===== config.mk =====
export PLATFORM = sky130hd
export DESIGN_NAME = m0_serial_deframer_flat
export DESIGN_NICKNAME = d
export VERILOG_FILES = /design/src/rtl/m0_pkg.sv /design/src/rtl/m0_serial_deframer_if.sv /design/src/rtl/m0_out_hold.sv /design/src/rtl/m0_serial_deframer.sv /design/src/flat_wrapper.sv
export SDC_FILE = /design/constraint.sdc
export NUM_CORES = 1
export LEC_CHECK = 0
export CAP_MARGIN = 20
export CORE_MARGIN = 2
export CORE_UTILIZATION = 40
export DETAILED_ROUTE_END_ITERATION = 12
export HOLD_SLACK_MARGIN = 0.15
export PLACE_DENSITY = 0.69
export SETUP_SLACK_MARGIN = 0.3
export SLEW_MARGIN = 25
export SYNTH_ARGS = -nofsm -noshare
export SYNTH_HDL_FRONTEND = slang
export SYNTH_HIERARCHICAL = 1
export SYNTH_SLANG_ARGS = --single-unit

===== constraint.sdc =====
create_clock -name clk -period 2 [get_ports clk]
set_input_delay 0.6 -clock clk [delete_from_list [all_inputs] [get_ports clk]]
set_output_delay 0.6 -clock clk [all_outputs]
set_load 0.02 [all_outputs]

===== src/rtl/m0_pkg.sv =====
// m0 shared definitions: deframer FSM encoding,
// serial frame levels and default word width.
package m0_pkg;

  localparam int DFLT_DATA_W = 16;

  localparam logic START_LVL = 1'b1;
  localparam logic STOP_LVL  = 1'b0;

  typedef enum logic [1:0] {
    IDLE   = 2'd0,
    DATA   = 2'd1,
    PARITY = 2'd2,
    STOP   = 2'd3
  } state_t;

endpackage


===== src/rtl/m0_serial_deframer_if.sv =====
// Parallel word output bundle of the deframer:
// word plus parity sideband on a valid/ready handshake.
interface m0_serial_deframer_if
  import m0_pkg::*;
#(
  parameter int DATA_W = DFLT_DATA_W
);

  logic [DATA_W-1:0] word_out;
  logic              word_valid;
  logic              word_ready;
  logic              parity_err;

  modport master (
    output word_out,
    output word_valid,
    output parity_err,
    input  word_ready
  );

  modport slave (
    input  word_out,
    input  word_valid,
    input  parity_err,
    output word_ready
  );

endinterface


===== src/rtl/m0_out_hold.sv =====
// Single-entry holding register for assembled words,
// with sticky overrun when a word arrives while full.
module m0_out_hold #(
  parameter int DATA_W = 16
) (
  input  logic              clk,
  input  logic              rst,
  input  logic              load,
  input  logic [DATA_W-1:0] din,
  input  logic              pin,
  m0_serial_deframer_if.master out,
  output logic              overrun
);

  logic room;

  // Free slot, or the current word leaves on this same edge.
  assign room = !out.word_valid || out.word_ready;

  // Load, drop-with-overrun, or retire the held word.
  always_ff @(posedge clk or posedge rst) begin
    if (rst) begin
      out.word_out   <= '0;
      out.word_valid <= 1'b0;
      out.parity_err <= 1'b0;
      overrun        <= 1'b0;
    end else if (load && room) begin
      out.word_out   <= din;
      out.parity_err <= pin;
      out.word_valid <= 1'b1;
    end else if (load) begin
      overrun <= 1'b1;
    end else if (out.word_valid && out.word_ready) begin
      out.word_valid <= 1'b0;
    end
  end

endmodule


===== src/rtl/m0_serial_deframer.sv =====
// Serial deframer: start, LSB-first data, optional
// even parity, stop; delivers words via a holding register.
module m0_serial_deframer
  import m0_pkg::*;
#(
  parameter int DATA_W    = DFLT_DATA_W,
  parameter bit PARITY_EN = 1'b1
) (
  input  logic clk,
  input  logic rst,
  input  logic bit_in,
  input  logic en,
  m0_serial_deframer_if.master out,
  output logic frame_err,
  output logic overrun,
  output logic busy
);

  localparam int CW = $clog2(DATA_W + 1);
  localparam logic [CW-1:0] LAST = CW'(DATA_W - 1);

  state_t            state, state_n;
  logic [CW-1:0]     cnt, cnt_n;
  logic [DATA_W-1:0] acc, acc_n;
  logic              par, par_n;
  logic              ferr_n;
  logic              load;

  // Frame state, bit counter, accumulator, error pulse.
  always_ff @(posedge clk or posedge rst) begin
    if (rst) begin
      state     <= IDLE;
      cnt       <= '0;
      acc       <= '0;
      par       <= 1'b0;
      frame_err <= 1'b0;
    end else begin
      state     <= state_n;
      cnt       <= cnt_n;
      acc       <= acc_n;
      par       <= par_n;
      frame_err <= ferr_n;
    end
  end

  // Next-state logic; everything holds on en=0 edges.
  always_comb begin
    state_n = state;
    cnt_n   = cnt;
    acc_n   = acc;
    par_n   = par;
    ferr_n  = 1'b0;
    load    = 1'b0;
    if (en) begin
      unique case (state)
        IDLE: begin
          if (bit_in == START_LVL) begin
            state_n = DATA;
            cnt_n   = '0;
            par_n   = 1'b0;
          end
        end
        DATA: begin
          acc_n = {bit_in, acc[DATA_W-1:1]};
          cnt_n = cnt + CW'(1);
          if (cnt == LAST) begin
            state_n = PARITY_EN ? PARITY : STOP;
          end
        end
        PARITY: begin
          par_n   = (^acc) ^ bit_in;
          state_n = STOP;
        end
        STOP: begin
          state_n = IDLE;
          if (bit_in == STOP_LVL) begin
            load = 1'b1;
          end else begin
            ferr_n = 1'b1;
          end
        end
        default: state_n = IDLE;
      endcase
    end
  end

  assign busy = (state != IDLE);

  m0_out_hold #(
    .DATA_W (DATA_W)
  ) u_hold (
    .clk     (clk),
    .rst     (rst),
    .load    (load),
    .din     (acc),
    .pin     (par),
    .out     (out),
    .overrun (overrun)
  );

endmodule


===== src/flat_wrapper.sv =====
// flat-port wrapper written by rule: the top's interface ports become plain ports
module m0_serial_deframer_flat import m0_pkg::*;
#(
  parameter int DATA_W    = DFLT_DATA_W,
  parameter bit PARITY_EN = 1'b1
)
  (clk, rst, bit_in, en, frame_err, overrun, busy, out_word_out, out_word_valid, out_parity_err, out_word_ready);
  m0_serial_deframer_if #(.DATA_W(DATA_W)) out_i ();
  input  logic clk;
  input  logic rst;
  input  logic bit_in;
  input  logic en;
  output logic frame_err;
  output logic overrun;
  output logic busy;
  output wire logic [$bits(out_i.word_out)-1:0] out_word_out;
  output wire logic [$bits(out_i.word_valid)-1:0] out_word_valid;
  output wire logic [$bits(out_i.parity_err)-1:0] out_parity_err;
  input wire logic [$bits(out_i.word_ready)-1:0] out_word_ready;
  assign out_word_out = out_i.word_out;
  assign out_word_valid = out_i.word_valid;
  assign out_parity_err = out_i.parity_err;
  assign out_i.word_ready = out_word_ready;
  m0_serial_deframer #(.DATA_W(DATA_W), .PARITY_EN(PARITY_EN)) u_core (.clk(clk), .rst(rst), .bit_in(bit_in), .en(en), .out(out_i), .frame_err(frame_err), .overrun(overrun), .busy(busy));
endmodule

==> results of run 1 <==
registers in the layout (all words and copies together), names as in the netlist:
| name | flops |
|---|---|
| u_core/cnt | 5 |
| u_core/par | 1 |
| u_core/frame_err | 1 |
| u_core/state | 2 |
| u_core/u_hold/out.parity_err | 1 |
| u_core/u_hold/out.word_valid | 1 |
| u_core/acc | 16 |
| u_core/u_hold/overrun | 1 |
| u_core/u_hold/out.word_out | 16 |
placed cells by master (no fill, tap or decap), types with 2 or more instances in the layout:
cell and n:
buf_4 16, mux2_4 11, dfrtp_1 44, xnor2_1 11
o21ai_0 3, dlygate4sd2_1 19, inv_1 5, clkdlybuf4s50_1 2
buf_6 3, o21ai_1 2, ha_1 4, xnor2_2 3
mux2_2 23, clkbuf_8 6, a21oi_1 2, inv_2 4
nand2_1 10, clkbuf_1 2
synthesized netlist by cell type:
cell,number
buf_12,1
nor3_1,1
a32o_1,1
a21boi_2,1
mux2i_1,1
nand3_1,1
buf_2,1
a32o_2,1
nand2_1,10
mux2_4,10
nand2_4,1
nor2_1,2
o21bai_1,1
dfrtp_1,44
a21oi_1,2
ha_1,6
a22o_1,1
o21ai_0,6
inv_1,9
nand2b_4,1
mux2_2,24
nor3b_1,1
xnor2_2,1
xnor3_1,1
xnor2_1,13
and3_1,1
critical path, stage by stage, from the launching register on:
cell and delay (ns):
dfrtp_1 0.43, xnor2_2 0.20, xnor2_1 0.14, xnor3_1 0.43, xnor2_1 0.15, a32o_2 0.27
where the power goes:
part / internal, mW / switching (mW)
Combinational: 1.28 / 0.990
Sequential: 1.26 / 0.317
Clock: 0.282 / 0.284
final cells by class:
class / count / area [µm²] / share of cell area [%]
flip-flops and latches: 44 / 1100 / 42.3
clock buffers: 8 / 90.1 / 3.46
repair buffers: 44 / 388 / 14.9
multi-input cells: 88 / 905 / 34.8
inverters: 9 / 33.8 / 1.30
well taps: 67 / 83.8 / 3.22
cells by family after synthesis:
kind of cell,count (synthesis),synth area share (%)
flip-flops,44,55.0
multiplexers,35,21.5
AND/OR/NAND/NOR,18,4.69
XOR/XNOR,15,7.63
AO/OA/AOI/OAI,13,4.44
buffers and inverters,11,2.94
adder cells (fa/ha/maj),6,3.75
path summary, 6_finish.rpt:
check	startpoint	end	slack [ns]	cells after the start
setup / recovery	u_core/acc[15]$_DFFE_PP0P_	u_core/par$_DFFE_PP0P_	0.27	5
hold / removal	u_core/u_hold/overrun$_DFFE_PP0P_	u_core/u_hold/overrun$_DFFE_PP0P_	0.48	1
setup reg to reg	u_core/acc[15]$_DFFE_PP0P_	u_core/par$_DFFE_PP0P_	0.27	5
hold reg to reg	u_core/u_hold/overrun$_DFFE_PP0P_	u_core/u_hold/overrun$_DFFE_PP0P_	0.48	1
max in group asynchronous	rst	u_core/acc[14]$_DFFE_PP0P_	1.07	3
min in group asynchronous	rst	u_core/u_hold/out.word_out[13]$_DFFE_PP0P_	0.65	3
repair_timing:
action                                  4_1_cts  5_1_grt
endpoints found under the setup margin       44       18
pin swaps                                     5        4
endpoints found under the hold margin         0        0
resized for setup                            35       16
buffers inserted                              3        8
gates cloned                                  1        0
layer usage:
| layer | up-vias | global-route usage, % | wire length, µm |
|---|---|---|---|
| met5 | - | 0 | 0 |
| met4 | 0 | 5.95 | 70 |
| met3 | 8 | 4.69 | 178 |
| met2 | 29 | 25.6 | 2000 |
| met1 | 616 | 17.0 | 1580 |
| li1 | 587 | - | - |
==> qor.csv, run 1 <==
metric,value,unit
synth_area_leaders,"dfrtp_1 (55%), mux2_2 (14%), mux2_4 (7.5%)",
hold_viol,0,
avgSynthCellArea,14.1,µm²
yosys.cell_types.count,26,
place_ws,-0.182,ns
grt_pass1_wl,5920,µm
wl,3830,µm
cts_buffers,5,
gp_congestion,0.773,
power.total,4.41,mW
post_drt_wl_per_cell,14.7,µm
timing.final.crit_share,86.4,%
cts.htree.levels,2,
slew_headroom,74.8,%
dr_total_vias,1240,
stdcell_area,2600,µm²
critPathLaunchType,flip-flop,
rsz0062_at_grt,true,
antenna_cells,0,
die-area,5580,µm²
period_needed,1.73,ns
slew_viol_final,0,
p_per_area,1690,nW/µm²
clock_sinks,44,
fp.dieH,74.7,µm
fin_skew,0.00573,ns
cp_max_fo,2,
grt.overflow.total,0,
drc_errors,0,
core-area,4790,µm²
yosysWarnings,6,
synthesis.area,2000,µm²
ys_seq_area_share,55.0,%
final_util,54.4,%
synth_seq_cells,44,
antenna_found_initial,0,
synth_top_area_cell,dfrtp_1,
grt_max_degree,26,
worstSetupPathType,flip-flop to flip-flop,
fin_setup_tns,0,ns
row_count,25,
cap_violations,0,
nNetsFinal,203,
cts_hold_buf,0,
crit_required,2.19,ns
setup_violations,0,
start_util,41.8,%
fill_cells,420,
path_clk_slew,0.08,ns
end_kind,flip-flop,
die_w,74.7,µm
port_buffers,25,
ir_drop,0.000796,V
syn_inst,142,
dp.cells,240,
clk_latency,0.30,ns
p_leak,1.33,nW
tightest_slew,0.376,ns
cts-root-buf,clkbuf_8,
place_area,2380,µm²
grt_usage,14.8,%
first_iter_violations,25,
max_clock_freq,579,MHz
ant_nets,0,
drive_above_1_share,40.4,%
cts.path.max_buffers,2,
setup_ws,0.273,ns
hpwl,2510,µm
cts_tree,built,
grt_pass1_vias,1266,
hold_path_class,flip-flop to flip-flop,
stdcell_count,260,
netlist.area_leader.share,55.0,%
syn2layout_area_growth,30.0,%
fin_hold_ws,0.482,ns
outcome,"finished, final reports clean",
critPathArrivalTime,1.91,ns
syn-num-nets,153,
routed_via_density,4.77,
firstDrtPassIters,4,
ios,26,
Note: power is estimated with default switching activity, not from simulation.
==> run 2: changes to the inputs <==
==> constraint.sdc (replaced) <==
create_clock -name clk -period 2 [get_ports clk]
set_input_delay 0.3 -clock clk [delete_from_list [all_inputs] [get_ports clk]]
set_output_delay 0.3 -clock clk [all_outputs]
set_load 0.02 [all_outputs]
==> run 2 against run 1 <==
  * Sequential power hardly changed
  * Critical path depth did not move
  * Via count decreased by 4.0%
  * Critical path type unchanged
  * Total power fell by 3.0%
  * First-iteration DRC count grew to 3.5 times the previous value
  * Die area is the same
  * Largest cell class unchanged
  * Final area is 4.6% lower
  * Non-clock buffer count fell by 12
==> qor.csv, run 2 (synthesis gave the netlist of run 1 again) <==
metric,value,unit
die_w,74.7,µm
cts.htree.levels,2,
cts-root-buf,clkbuf_8,
max_clock_freq,595,MHz
critPathLaunchType,flip-flop,
worstSetupPathType,flip-flop to flip-flop,
syn2layout_area_growth,24.1,%
fin_skew,0.00650,ns
grt_usage,13.9,%
gp_congestion,0.784,
cp_max_fo,4,
first_iter_violations,87,
wl,3370,µm
swShare,35.4,%
grt_max_degree,26,
start_util,41.8,%
startpoint,u_core/acc[13]$_DFFE_PP0P_,
ir_drop,0.000698,V
place_ws,0.107,ns
post_drt_wl_per_cell,13.7,µm
endpoint,u_core/par$_DFFE_PP0P_,
firstDrtPassIters,5,
pwr-share-seq,36.9,%
antenna_cells,0,
routed_via_density,4.84,
top_regs,"u_core/acc x16, u_core/u_hold/out.word_out x16, u_core/cnt x5",
slew_headroom,76.6,%
nNetsFinal,190,
tightest_slew,0.348,ns
ant_nets,0,
hold_viol,0,
clk_latency,0.30,ns
setup_ws,0.320,ns
slew_viol_final,0,
grt_pass1_wl,5720,µm
setup_violations,0,
antenna_found_initial,0,
pwr-share-clk,12.4,%
period_needed,1.68,ns
final_util,51.9,%
cap_violations,0,
cts.path.max_buffers,2,
core-area,4790,µm²
row_count,25,
switching_power,1.51,mW
drc_errors,0,
ios,26,
p_per_area,1720,nW/µm²
reg2reg_depth,5,
port_buffers,25,
hold_path_class,input port to async pin,
crit_required,2.19,ns
cts_hold_buf,0,
grt.overflow.total,0,
p_leak,1.17,nW
drive_above_1_share,35.8,%
r2r_slack,0.32,ns
grt_pass1_vias,1207,
rr_startpoint,u_core/acc[13]$_DFFE_PP0P_,
end_kind,flip-flop,
fin_setup_tns,0,ns
layout_common_cells,"dfrtp_1 (41), mux2_2 (24), clkdlybuf4s50_1 (23)",
critPathArrivalTime,1.87,ns
rsz0062_at_grt,true,
comb_power_share,50.7,%
clock_sinks,44,
final_common_cell,dfrtp_1,
die-area,5580,µm²
timing.final.crit_share,84.0,%
fp.dieH,74.7,µm
hpwl,2310,µm
path_clk_slew,0.08,ns
fill_cells,416,
reg2reg_to,u_core/par$_DFFE_PP0P_,
cts_buffers,5,
dr_total_vias,1190,
p_int,2.76,mW
outcome,"finished, final reports clean",
cts_tree,built,
run 2: cell types whose count changed in the layout (fill, tap and decap cells not counted), moves of 3 or more:
cell / change
clkdlybuf4s50_1: +21
dfrtp_2: +3
dfrtp_1: -3
buf_4: -9
dlygate4sd2_1: -18
buf_6: -3
run 2: worst max-delay path: stages, from the launching register on:
cell and delay (ns):
dfrtp_2 0.44, xnor2_2 0.14, xnor2_1 0.15, xnor3_1 0.42, xnor2_1 0.15, a32o_2 0.26
run 2: layout make-up:
cell class                      count  area (µm²)  share of cell area (%)
Multi-Input combinational cell     87         875                    35.2
Tap cell                           67        83.8                    3.38
Inverter                            9        33.8                    1.36
Sequential cell                    44        1100                    44.5
Clock inverter                      2        12.5                   0.504
Clock buffer                        5        68.8                    2.77
Timing Repair Buffer               32         304                    12.2
run 2: metrics by stage:
stage          power [mW]  cells  hold WS, ns  area (µm²)
2_1_floorplan        3.06    142        0.251        2000
3_3_place_gp         3.57    235        0.465        2330
3_5_place_dp         3.65    235        0.474        2330
4_1_cts              4.22    243        0.359        2430
5_1_grt              4.57    246        0.380        2480
6_report             4.28    246        0.348        2480
run 2: worst min path at each step:
stage / to / depth (start not counted) / from / slack, ns
6_report: u_core/u_hold/out.word_out[15]$_DFFE_PP0P_ / 3 / rst / 0.35
5_1_grt: u_core/frame_err$_DFF_PP0_ / 3 / bit_in / 0.38
4_1_cts: u_core/u_hold/out.word_out[15]$_DFFE_PP0P_ / 3 / rst / 0.36
3_5_place_dp: u_core/u_hold/overrun$_DFFE_PP0P_ / 1 / u_core/u_hold/overrun$_DFFE_PP0P_ / 0.47
3_3_place_gp: u_core/u_hold/overrun$_DFFE_PP0P_ / 1 / u_core/u_hold/overrun$_DFFE_PP0P_ / 0.46
2_1_floorplan: u_core/u_hold/out.parity_err$_DFFE_PP0P_ / 1 / rst / 0.25
run 2: power by group through the flow:
stage	registers (mW)	clock network, mW	logic [mW]
after floorplan	1.69	0	1.37
after global placement	1.57	0	2.01
after detailed placement	1.59	0	2.06
after CTS	1.58	0.543	2.10
after global routing	1.63	0.581	2.35
final	1.58	0.530	2.17
run 2: metal layers:
layer | vias to the layer above | wire length, µm | global-route usage [%]
li1 | 558 | - | -
met1 | 602 | 1510 | 17.6
met2 | 25 | 1690 | 22.5
met3 | 5 | 117 | 3.61
met4 | 0 | 51 | 5.95
met5 | - | 0 | 0
run 2: what timing repair did:
| item | CTS | global route |
|---|---|---|
| setup buffers | 1 | 3 |
| pin swaps | 1 | 4 |
| resized for setup | 5 | 11 |
| setup endpoints to repair | 3 | 8 |
==> run 3: changes to the inputs <==
PLACE_DENSITY = 0.71   (was 0.69)
clock period = 1.36 ns   (was 2 ns; I/O delays follow)
==> run 3 against run 2 <==
  * The run now ends with negative setup slack left
  * Non-clock buffer count up 56
  * First-iteration DRC count fell by 26%
  * Sequential power is 46% higher
  * Utilization increased by 16 points
  * Fmax is 1.8% lower
  * Count of clock-buffer cells in the layout grew 3
  * Flip-flop and latch count unchanged
  * Hold slack got worse by 0.098 ns
  * Worst setup slack got worse by 0.67 ns
  * Routed wire length grew 45%
  * Critical path type unchanged
  * Total power increased by 93%
==> qor.csv, run 3 (synthesis gave the netlist of run 1 again) <==
metric,value,unit
outcome,"finished, violations left",
violations,negative setup slack,
hold_viol,0,
place_ws,-0.513,ns
syn2layout_area_growth,62.7,%
grt_max_degree,26,
slew_viol_final,0,
die_w,74.7,µm
p_per_area,2540,nW/µm²
antenna_cells,0,
grt.overflow.total,0,
gp_congestion,0.814,
end_kind,flip-flop,
fill_cells,339,
worstSetupPathType,flip-flop to flip-flop,
setup_ws,-0.351,ns
critPathArrivalTime,1.90,ns
cts.htree.levels,2,
rsz0062_at_grt,true,
wl,4880,µm
hold_path_class,input port to async pin,
hpwl,2910,µm
cts_tree,built,
row_count,25,
slew_headroom,77.0,%
layout_common_cells,"buf_4 (56), dfrtp_1 (44), mux2_4 (33)",
die-area,5580,µm²
ios,26,
fp.dieH,74.7,µm
start_util,41.8,%
final_common_cell,buf_4,
ant_nets,0,
firstDrtPassIters,4,
fin_setup_tns,-5.82,ns
cts_buffers,5,
critPathLaunchType,flip-flop,
cts-root-buf,clkbuf_8,
clk_latency,0.30,ns
nNetsFinal,250,
setup_violations,42,
cp_max_fo,2,
cap_violations,0,
post_drt_wl_per_cell,15.9,µm
drc_errors,0,
power.total,8.27,mW
fin_skew,0.00447,ns
clock_sinks,44,
cts.path.max_buffers,2,
routed_via_density,4.66,
first_iter_violations,64,
period_needed,1.71,ns
grt_pass1_wl,7740,µm
core-area,4790,µm²
path_clk_slew,0.08,ns
final_util,68.0,%
drive_above_1_share,64.6,%
port_buffers,25,
ir_drop,0.00142,V
timing.final.crit_share,126,%
dr_total_vias,1431,
crit_required,1.55,ns
cts_hold_buf,0,
max_clock_freq,584,MHz
grt_usage,19.2,%
p_leak,1.65,nW
antenna_found_initial,0,
tightest_slew,0.345,ns
top_regs,"u_core/acc x16, u_core/u_hold/out.word_out x16, u_core/cnt x5",
grt_pass1_vias,1564,
run 3: cell count changes in the layout (fill, tap and decap cells not counted), moves of 4 or more:
cell             before  now
buf_6                 0   25
o21ai_0               4    0
mux2_4               10   33
nand2_8               0    6
buf_4                 7   56
clkdlybuf4s50_1      23    4
mux2_2               24    1
run 3: layout make-up:
| type | instances | area [µm²] | area share [%] |
|---|---|---|---|
| repair buffers | 88 | 772 | 23.7 |
| well taps | 67 | 83.8 | 2.57 |
| flip-flops and latches | 44 | 1100 | 33.8 |
| inverters | 9 | 33.8 | 1.04 |
| clock buffers | 8 | 90.1 | 2.77 |
| multi-input cells | 91 | 1170 | 36.1 |
run 3: timing repair:
action                                  in CTS  in global routing
setup buffers                               18                 13
pin swaps                                    8                  4
gates cloned                                 4                  0
gates resized for setup                    114                 33
endpoints found under the setup margin      62                 64
run 3: final timing paths:
check,slack [ns],startpoint,cells past startpoint,endpoint
worst max-delay path,-0.35,u_core/acc[8]$_DFFE_PP0P_,5,u_core/par$_DFFE_PP0P_
worst min-delay path,0.25,rst,3,u_core/u_hold/out.word_out[3]$_DFFE_PP0P_
worst max register to register,-0.35,u_core/acc[8]$_DFFE_PP0P_,5,u_core/par$_DFFE_PP0P_
worst min register to register,0.49,u_core/cnt[4]$_DFFE_PP0P_,2,u_core/cnt[4]$_DFFE_PP0P_
max in group asynchronous,0.81,rst,3,u_core/acc[0]$_DFFE_PP0P_
min in group clk,0.49,u_core/cnt[4]$_DFFE_PP0P_,2,u_core/cnt[4]$_DFFE_PP0P_
run 3: routing by layer:
metal  global-route usage, %  share of wire (%)  vias to the layer above
met1                    22.0                 40                      715
met2                    34.4                 55                       23
met4                    5.95                1.6                        0
met3                    5.76                3.5                        8
li1                        -                  -                      685
met5                       0                  0                        -
run 3: report_power, final:
part | switching [mW] | leakage, nW | internal [mW]
combinational | 1.99 | 1.04 | 3.14
sequential | 0.448 | 0.571 | 1.85
clock | 0.427 | 0.0455 | 0.414
run 3: stage by stage:
stage / cell area [µm²] / instances / hold WS, ns
after floorplan: 2170 / 142 / 0.155
after global placement: 2710 / 264 / 0.459
after detailed placement: 2710 / 264 / 0.470
after CTS: 3040 / 294 / 0.252
after global routing: 3260 / 307 / 0.261
final: 3260 / 307 / 0.250
run 3: worst max-delay path, cell delays in order (launching register included):
cell and delay, ns:
dfrtp_1 0.40, xnor2_1 0.23, xnor2_1 0.16, xnor3_1 0.43, xnor2_1 0.14, a32o_2 0.24
